$ cat src/rtl/food_placer.sv
// -----------------------------------------------------------------------------
// food_placer
//   Turns the free-running 16-bit LFSR word into a free food cell on the snake
//   playfield. On request it samples random words, rejects candidates that are
//   off the board or occupied (checked through a 1-cycle-latency occupancy read
//   port) and reports either a placed cell or a failure after MAX_TRIES tries.
//
// Optional build macro: FOOD_SCAN_FALLBACK_EN
//   When defined, running out of random tries starts a row-major scan of the
//   whole board (x fastest, one cell per issue/check pair) instead of failing.
//
// Ports:
//   clk         system clock
//   reset_n     asynchronous active-low reset
//   rand_num    random word, new value every clk
//   place_req   request a new food cell (sampled only while idle)
//   occ_rd_en   occupancy read strobe
//   occ_x/occ_y occupancy read address (always the current candidate)
//   occ_data    occupied flag, valid the cycle after occ_rd_en
//   food_x/y    current food cell (holds last value while food_valid=0)
//   food_valid  food_x/food_y hold a placed food
//   busy        a search is in progress
//   place_done  1-cycle pulse, food placed
//   place_fail  1-cycle pulse, no free cell found
// -----------------------------------------------------------------------------
module food_placer #(
    parameter int GRID_W    = 32,
    parameter int GRID_H    = 24,
    parameter int X_BITS    = 5,
    parameter int Y_BITS    = 5,
    parameter int MAX_TRIES = 64
) (
    input  logic              clk,
    input  logic              reset_n,
    input  logic [15:0]       rand_num,
    input  logic              place_req,
    output logic              occ_rd_en,
    output logic [X_BITS-1:0] occ_x,
    output logic [Y_BITS-1:0] occ_y,
    input  logic              occ_data,
    output logic [X_BITS-1:0] food_x,
    output logic [Y_BITS-1:0] food_y,
    output logic              food_valid,
    output logic              busy,
    output logic              place_done,
    output logic              place_fail
);
    localparam int TW = $clog2(MAX_TRIES) + 1;
    localparam logic [TW-1:0]   MAX_TRIES_L = TW'(MAX_TRIES);
    // One extra bit so that a grid as wide as the full coordinate range
    // still compares correctly.
    localparam logic [X_BITS:0] GRID_W_L = (X_BITS + 1)'(GRID_W);
    localparam logic [Y_BITS:0] GRID_H_L = (Y_BITS + 1)'(GRID_H);
`ifdef FOOD_SCAN_FALLBACK_EN
    localparam logic [X_BITS-1:0] LAST_X = X_BITS'(GRID_W - 1);
    localparam logic [Y_BITS-1:0] LAST_Y = Y_BITS'(GRID_H - 1);
`endif

    typedef enum logic [2:0] {
        ST_IDLE   = 3'd0,
        ST_SAMPLE = 3'd1,
        ST_ISSUE  = 3'd2,
        ST_CHECK  = 3'd3,
        ST_FAIL   = 3'd4
`ifdef FOOD_SCAN_FALLBACK_EN
        ,
        ST_SCAN_ISSUE = 3'd5,
        ST_SCAN_CHECK = 3'd6
`endif
    } state_t;

    state_t            state_reg, state_next;
    logic [TW-1:0]     tries_reg, tries_next, tries_inc;
    logic [X_BITS-1:0] cand_x_reg, cand_x_next;
    logic [Y_BITS-1:0] cand_y_reg, cand_y_next;
    logic [X_BITS-1:0] food_x_reg, food_x_next;
    logic [Y_BITS-1:0] food_y_reg, food_y_next;
    logic              food_valid_reg, food_valid_next;
    logic              place_done_reg, place_done_next;
    logic              exhausted;

    // Direct bit-field mapping of the random word; no modulo folding.
    logic [X_BITS-1:0] rand_x;
    logic [Y_BITS-1:0] rand_y;
    logic              rand_in_range;
    assign rand_x        = rand_num[X_BITS-1:0];
    assign rand_y        = rand_num[X_BITS+Y_BITS-1:X_BITS];
    assign rand_in_range = ({1'b0, rand_x} < GRID_W_L) && ({1'b0, rand_y} < GRID_H_L);

    // Upper random bits beyond the coordinate fields are deliberately ignored.
    logic unused_rand_bits;
    assign unused_rand_bits = ^rand_num;

    assign tries_inc = tries_reg + 1'b1;

    always_comb begin
        state_next      = state_reg;
        tries_next      = tries_reg;
        cand_x_next     = cand_x_reg;
        cand_y_next     = cand_y_reg;
        food_x_next     = food_x_reg;
        food_y_next     = food_y_reg;
        food_valid_next = food_valid_reg;
        place_done_next = 1'b0;
        exhausted       = 1'b0;

        case (state_reg)
            ST_IDLE: begin
                if (place_req) begin
                    food_valid_next = 1'b0;
                    tries_next      = '0;
                    state_next      = ST_SAMPLE;
                end
            end
            ST_SAMPLE: begin
                if (rand_in_range) begin
                    cand_x_next = rand_x;
                    cand_y_next = rand_y;
                    state_next  = ST_ISSUE;
                end else begin
                    tries_next = tries_inc;
                    exhausted  = (tries_inc == MAX_TRIES_L);
                end
            end
            ST_ISSUE: begin
                state_next = ST_CHECK;
            end
            ST_CHECK: begin
                if (!occ_data) begin
                    food_x_next     = cand_x_reg;
                    food_y_next     = cand_y_reg;
                    food_valid_next = 1'b1;
                    place_done_next = 1'b1;
                    state_next      = ST_IDLE;
                end else begin
                    tries_next = tries_inc;
                    exhausted  = (tries_inc == MAX_TRIES_L);
                    state_next = ST_SAMPLE;
                end
            end
            ST_FAIL: begin
                state_next = ST_IDLE;
            end
`ifdef FOOD_SCAN_FALLBACK_EN
            ST_SCAN_ISSUE: begin
                state_next = ST_SCAN_CHECK;
            end
            ST_SCAN_CHECK: begin
                if (!occ_data) begin
                    food_x_next     = cand_x_reg;
                    food_y_next     = cand_y_reg;
                    food_valid_next = 1'b1;
                    place_done_next = 1'b1;
                    state_next      = ST_IDLE;
                end else if (cand_x_reg != LAST_X) begin
                    cand_x_next = cand_x_reg + 1'b1;
                    state_next  = ST_SCAN_ISSUE;
                end else if (cand_y_reg != LAST_Y) begin
                    cand_x_next = '0;
                    cand_y_next = cand_y_reg + 1'b1;
                    state_next  = ST_SCAN_ISSUE;
                end else begin
                    state_next = ST_FAIL;
                end
            end
`endif
            default: begin
                state_next = ST_IDLE;
            end
        endcase

        // Random attempts used up: fall back to the board scan when built
        // in, otherwise report failure.
        if (exhausted) begin
`ifdef FOOD_SCAN_FALLBACK_EN
            cand_x_next = '0;
            cand_y_next = '0;
            state_next  = ST_SCAN_ISSUE;
`else
            state_next  = ST_FAIL;
`endif
        end
    end

    always_ff @(posedge clk or negedge reset_n) begin
        if (!reset_n) begin
            state_reg      <= ST_IDLE;
            tries_reg      <= '0;
            cand_x_reg     <= '0;
            cand_y_reg     <= '0;
            food_x_reg     <= '0;
            food_y_reg     <= '0;
            food_valid_reg <= 1'b0;
            place_done_reg <= 1'b0;
        end else begin
            state_reg      <= state_next;
            tries_reg      <= tries_next;
            cand_x_reg     <= cand_x_next;
            cand_y_reg     <= cand_y_next;
            food_x_reg     <= food_x_next;
            food_y_reg     <= food_y_next;
            food_valid_reg <= food_valid_next;
            place_done_reg <= place_done_next;
        end
    end

`ifdef FOOD_SCAN_FALLBACK_EN
    assign occ_rd_en = (state_reg == ST_ISSUE) || (state_reg == ST_SCAN_ISSUE);
`else
    assign occ_rd_en = (state_reg == ST_ISSUE);
`endif
    assign occ_x      = cand_x_reg;
    assign occ_y      = cand_y_reg;
    assign food_x     = food_x_reg;
    assign food_y     = food_y_reg;
    assign food_valid = food_valid_reg;
    assign busy       = (state_reg != ST_IDLE);
    assign place_done = place_done_reg;
    assign place_fail = (state_reg == ST_FAIL);

endmodule

$ cat config.mk
export PLATFORM = sky130hd
export DESIGN_NAME = food_placer
export DESIGN_NICKNAME = d
export VERILOG_FILES = /design/src/rtl/food_placer.sv
export SDC_FILE = /design/constraint.sdc
export NUM_CORES = 1
export LEC_CHECK = 0
export CAP_MARGIN = 10
export CORE_UTILIZATION = 46
export DETAILED_ROUTE_END_ITERATION = 16
export GPL_TIMING_DRIVEN = 0
export PLACE_DENSITY = 0.79
export REMOVE_ABC_BUFFERS = 1
export SETUP_SLACK_MARGIN = 0.1
export SLEW_MARGIN = 20
export SYNTH_ARGS = -nofsm -noshare
export SYNTH_HDL_FRONTEND = slang
export SYNTH_SLANG_ARGS = --single-unit
$ cat constraint.sdc
create_clock -name clk -period 2 [get_ports clk]
set_input_delay 0.3 -clock clk [delete_from_list [all_inputs] [get_ports clk]]
set_output_delay 0.3 -clock clk [all_outputs]
set_load 0.01 [all_outputs]
==> flow_summary.json, run 1 <==
{
  "r2r_end": "tries_reg[3]",
  "finalWorstSetupSlack_ns": 0.130,
  "rsz0062_at_grt": "true",
  "ff2ff_setup_slack_ns": 0.13,
  "via_per_inst": 5.20,
  "hold_viol": 5,
  "stdcell_count": 212,
  "crit_end": "place_fail",
  "grt_overflow": 0,
  "dr_wl_met2_um": 1460,
  "netlist_instances": 121,
  "max_stage_delay_ns": 0.52,
  "grt_pass1_vias": 1121,
  "p_int_w": 0.00204,
  "vias": 1102,
  "ant_nets": 0,
  "pwr-share-clk": 0.158,
  "leakage_nw": 0.894,
  "grt_pass1_wl_um": 4890,
  "ff2ff_path_depth": 5,
  "layout-drive-gt1-share": 0.274,
  "die_w_um": 58.2,
  "cts_tree": "done",
  "core.rowCount": 20,
  "die_area_sq_um": 3390,
  "ios": 45,
  "numCtsBuffers": 5,
  "r2r_start": "state_reg[0]",
  "insertion_delay_ns": 0.33,
  "layout_common_cells": "clkdlybuf4s50_1, dfrtp_1, mux2_2",
  "start_util": 0.480,
  "ir_drop_mv": 0.706,
  "htree_num_levels": 2,
  "cap_violations": 0,
  "start_kind": "flip-flop",
  "whs_ns": -0.00403,
  "layout_commonest_cell": "clkdlybuf4s50_1",
  "wl_met1_um": 1210,
  "skew_ns": 0.0110,
  "dp_slack_ns": -0.282,
  "fmax_ghz": 0.535,
  "p_comb_frac": 0.472,
  "period_needed_ns": 1.87,
  "cp.arrival_ns": 1.57,
  "setup_viol": 0,
  "status": "finished, violations left",
  "slew_viol_final": 0,
  "worstMarginPinSlew_ns": 0.687,
  "clockRootBuffer": "clkbuf_4",
  "ys_seq_area_frac": 0.551,
  "crit_chain": "inv_2 > and3_1 > clkdlybuf4s50_1",
  "slew_headroom": 0.542,
  "drcViolationCount": 0,
  "p_per_area_nw_per_um2": 1510,
  "place_congestion": 0.780,
  "synth_area_sq_um": 1450,
  "ys_ff_latch": 32,
  "cp_max_fo": 7,
  "critPathKind": "reg -> out",
  "cts_sinks": 32,
  "switchingPower_w": 0.000992,
  "pwr-share-seq": 0.370,
  "worstSetupStartpoint": "state_reg[1]",
  "critPathRequiredTime_ns": 1.70,
  "diodes": 0,
  "synth.distinct_cells": 28,
  "dpl.hpwl_um": 2130,
  "ctsLongestPathBuffers": 2,
  "die_h_um": 58.2,
  "largest_register_ff_count": 7,
  "nFillCells": 262,
  "grt_use_total": 0.195,
  "top_layer": "met4",
  "routedWlPerCell_um": 13.7,
  "syn_avg_cell_area_sq_um": 12.0,
  "min_path_type": "in -> async",
  "dr.pass1.iters": 4,
  "syn_to_final_growth_pct": 38.0,
  "failed_checks": "negative hold slack",
  "antenna_found_initial": 0,
  "nNetsFinal": 189,
  "cpMaxStageDelayCell": "clkdlybuf4s50_1",
  "wl_met3_um": 132,
  "io_buffers": 38,
  "drtIter0Drc": 45,
  "ys_warn_count": 0,
  "end_kind": "output pin",
  "clkTransAtPathRegs_ns": 0.10,
  "grt_max_degree": 33,
  "core-area_sq_um": 3030,
  "dp.cells": 199,
  "fin_crit_sh": 0.935,
  "switching_share": 0.327,
  "routed_wl_um": 2900
}
[routing by layer]
metal,GRT usage,vias to the layer above
met2,0.319,34
li1,-,528
met1,0.223,528
met5,0,-
met4,0.129,0
met3,0.0536,12
[power by group through the flow]
stage | combinational (W) | clock (W) | sequential (W)
2_1_floorplan | 0.000582 | 0 | 0.00122
3_3_place_gp | 0.00130 | 0 | 0.00112
3_5_place_dp | 0.00135 | 0 | 0.00114
4_1_cts | 0.00140 | 0.000489 | 0.00112
5_1_grt | 0.00153 | 0.000518 | 0.00117
6_report | 0.00143 | 0.000479 | 0.00112
[critical path, delay by kind of cell (launching register included)]
kind                   cells  cell delay [ns]
flip-flops                 1             0.42
buffers and inverters      2             0.66
AND/OR/NAND/NOR            1             0.17
[cells in the mapped netlist]
library cell	instances	share of area
ha_1	2	0.017
o31a_1	1	0.0060
a21oi_1	5	0.017
a311oi_1	1	0.0060
or3_1	1	0.0043
nor3_1	7	0.024
nand2b_4	1	0.0095
nand2_1	6	0.015
nand3b_1	1	0.0052
xnor2_1	3	0.018
nor2b_1	1	0.0043
or4b_1	1	0.0069
nand3_1	4	0.014
a221o_1	1	0.0069
and3_1	4	0.017
a21o_1	3	0.015
nand3b_4	1	0.014
a31oi_1	1	0.0043
nor2_1	10	0.026
a211o_1	3	0.018
a22o_1	2	0.012
inv_1	2	0.0052
buf_2	3	0.010
dfrtp_1	32	0.55
nor3b_1	1	0.0052
mux2_2	20	0.15
o21ai_0	2	0.0069
clkbuf_1	2	0.0052
[what timing repair did]
| item | 4_1_cts | 5_1_grt |
|---|---|---|
| resized for setup | 6 | 4 |
| pin swaps | 0 | 0 |
| hold buffers | 0 | 0 |
| setup buffers | 1 | 4 |
| endpoints found under the setup margin | 16 | 9 |
[worst min path at each step]
stage                       startpoint           end  cells past startpoint
after floorplan                reset_n    food_valid                      0
after global placement    tries_reg[6]  tries_reg[6]                      1
after detailed placement       reset_n    place_done                      1
after CTS                      reset_n    place_done                      1
after global routing           reset_n     food_x[0]                      1
final                          reset_n    place_done                      1
[kinds of logic after synthesis]
kind of cell,after synthesis,synth area share
muxes,20,0.155
adders and majority gates,2,0.0172
and+or+nand+nor,38,0.145
AOI/OAI and AO/OA,19,0.0930
xor gates and xnor gates,3,0.0181
buffers and inverters,7,0.0207
DFF,32,0.551
[stage by stage]
step	TNS (ns)	hold slack (ns)	utilization	total power, W	cell area [sq um]
floorplan	0	0.00441	-	0.00180	1430
global placement	-11.45	0.475	0.617	0.00242	1870
detailed placement	-1.70	0.388	0.619	0.00249	1870
CTS	0	0.0192	0.650	0.00301	1970
global route	0	0.0426	0.662	0.00322	2010
finish	0	-0.00403	0.662	0.00303	2010
[layout make-up]
cell class | count | area [sq um] | area share
timing repair buffer | 44 | 423 | 0.211
multi-input combinational | 82 | 637 | 0.318
sequential | 32 | 807 | 0.402
clock buffer | 6 | 41.3 | 0.0206
tap | 44 | 55.1 | 0.0274
clock inverter | 2 | 35.0 | 0.0175
inverter | 2 | 7.51 | 0.00374
Power figures use the tool's default switching activity.
==> run 2, diff against run 1 <==
Settings changed: CORE_UTILIZATION 46 to 41, PLACE_DENSITY 0.79 to 0.74.
Clock period 2 ns to 1.6 ns, I/O delays scaled along.
==> run 2 against run 1 <==
Against the previous run:
- critical endpoint is now tries_reg[2]
- sequential cell count stayed put
- routed wire length is 14% higher
- die area is 12% higher
- the flow finishes with violations (negative setup slack)
- clock skew is 0.0015 ns lower
- largest power group unchanged
==> flow_summary.json, run 2 (synthesis results as in run 1) <==
{
  "numCtsBuffers": 5,
  "pwr-share-seq": 0.359,
  "busiest_layer": "met2",
  "grt_use_total": 0.193,
  "min_path_type": "in -> async",
  "leakage_nw": 1.11,
  "drcViolationCount": 0,
  "ff2ff_setup_slack_ns": -0.11,
  "dr.pass1.iters": 4,
  "core-area_sq_um": 3360,
  "rsz0062_at_grt": "true",
  "cap_violations": 0,
  "critPathKind": "reg -> reg",
  "stdcell_count": 224,
  "hold_viol": 0,
  "fmax_ghz": 0.584,
  "ir_drop_mv": 1.09,
  "critical-path-top-delay-family": "simple AND/OR/NAND/NOR gates",
  "dpl.hpwl_um": 2150,
  "end_kind": "flip-flop",
  "grt_max_degree": 33,
  "ctsLongestPathBuffers": 2,
  "max_stage_delay_ns": 0.59,
  "period_needed_ns": 1.71,
  "crit_chain": "clkinvlp_4 > buf_6 > a21oi_2 > or4b_4 > a221o_1",
  "cp_max_fo": 6,
  "whs_ns": 0.493,
  "htree_num_levels": 2,
  "die_area_sq_um": 3790,
  "skew_ns": 0.00948,
  "ff_latch_area_sq_um": 803,
  "p_comb_frac": 0.510,
  "cts_sinks": 32,
  "layout_common_cells": "dfrtp_1, mux2_2, dlymetal6s2s_1",
  "gr-usage-met2": 0.318,
  "cp.arrival_ns": 1.92,
  "critPathRequiredTime_ns": 1.81,
  "via_per_inst": 5.17,
  "failed_checks": "negative setup slack",
  "cts_tree": "done",
  "die_w_um": 61.6,
  "cpMaxStageDelayCell": "or4b_4",
  "grt_overflow": 0,
  "fin_crit_sh": 1.07,
  "largest_register_ff_count": 7,
  "met3_usage": 0.0588,
  "switching_share": 0.344,
  "status": "finished, violations left",
  "place_congestion": 0.762,
  "layout-drive-gt1-share": 0.354,
  "p_int_w": 0.00251,
  "antenna_found_initial": 0,
  "r2r_start": "state_reg[1]",
  "setup_viol": 12,
  "insertion_delay_ns": 0.33,
  "r2r_end": "tries_reg[2]",
  "drtIter0Drc": 64,
  "total_power_w": 0.00383,
  "die_h_um": 61.6,
  "dp.cells": 201,
  "io_buffers": 38,
  "finalWorstSetupSlack_ns": -0.111,
  "grt_pass1_wl_um": 5130,
  "slew_headroom": 0.525,
  "grtUsageMet1": 0.231,
  "utilization": 0.645,
  "ff2ff_path_depth": 5,
  "grt_pass1_vias": 1130,
  "nNetsFinal": 200,
  "multi_input_area_sq_um": 694,
  "diodes": 0,
  "p_per_area_nw_per_um2": 1760,
  "slew_viol_final": 0,
  "start_kind": "flip-flop",
  "dp_slack_ns": -0.565,
  "core.rowCount": 21,
  "routedWlPerCell_um": 14.7,
  "start_util": 0.432,
  "routed_wl_um": 3300,
  "vias": 1157,
  "clkTransAtPathRegs_ns": 0.10,
  "pwr-share-clk": 0.132,
  "clockRootBuffer": "clkbuf_4",
  "ant_nets": 0,
  "switchingPower_w": 0.00132,
  "crit_buf_inv": 2,
  "ios": 45,
  "layout_commonest_cell": "dfrtp_1",
  "nFillCells": 295,
  "worstMarginPinSlew_ns": 0.712,
  "syn_to_final_growth_pct": 49.3
}
run 2: final cells by class:
class	count	share of cell area
clock buffers	7	0.0300
inverters	2	0.00519
multi-input cells	82	0.320
flip-flops and latches	32	0.370
repair buffers	55	0.248
well taps	46	0.0265
run 2: power by group through the flow:
stage | logic, W | registers (W) | clock network, W
after floorplan | 0.000728 | 0.00152 | 0
after global placement | 0.00162 | 0.00141 | 0
after detailed placement | 0.00168 | 0.00143 | 0
after CTS | 0.00192 | 0.00138 | 0.000530
after global routing | 0.00211 | 0.00142 | 0.000569
final | 0.00195 | 0.00137 | 0.000503
run 2: stage by stage:
step	cell area [sq um]	setup TNS, ns
2_1_floorplan	1430	-6.33
3_3_place_gp	1870	-25.67
3_5_place_dp	1880	-4.91
4_1_cts	2080	-0.359
5_1_grt	2170	-1.38
6_report	2170	-0.510
run 2: worst max path at each step:
stage                            start            to  slack (ns)  depth (start not counted)
after floorplan           state_reg[1]  tries_reg[0]       -0.39                          4
after global placement        occ_data  tries_reg[0]       -1.06                          4
after detailed placement   rand_num[8]  tries_reg[2]       -0.57                          5
after CTS                 state_reg[1]  tries_reg[2]        -0.1                          5
after global routing      state_reg[1]  tries_reg[2]       -0.15                          5
final                     state_reg[1]  tries_reg[2]       -0.11                          5
run 2: routing by layer:
layer	vias up	share of wire
met5	-	0
li1	551	-
met4	0	0.0094
met3	4	0.035
met1	579	0.39
met2	23	0.57
run 2: timing repair:
item / in CTS / in global routing
pin swaps: 4 / 8
buffers inserted: 14 / 1
hold endpoints to repair: 32 / 0
hold buffers: 1 / 0
resized for setup: 30 / 24
setup endpoints to repair: 27 / 35
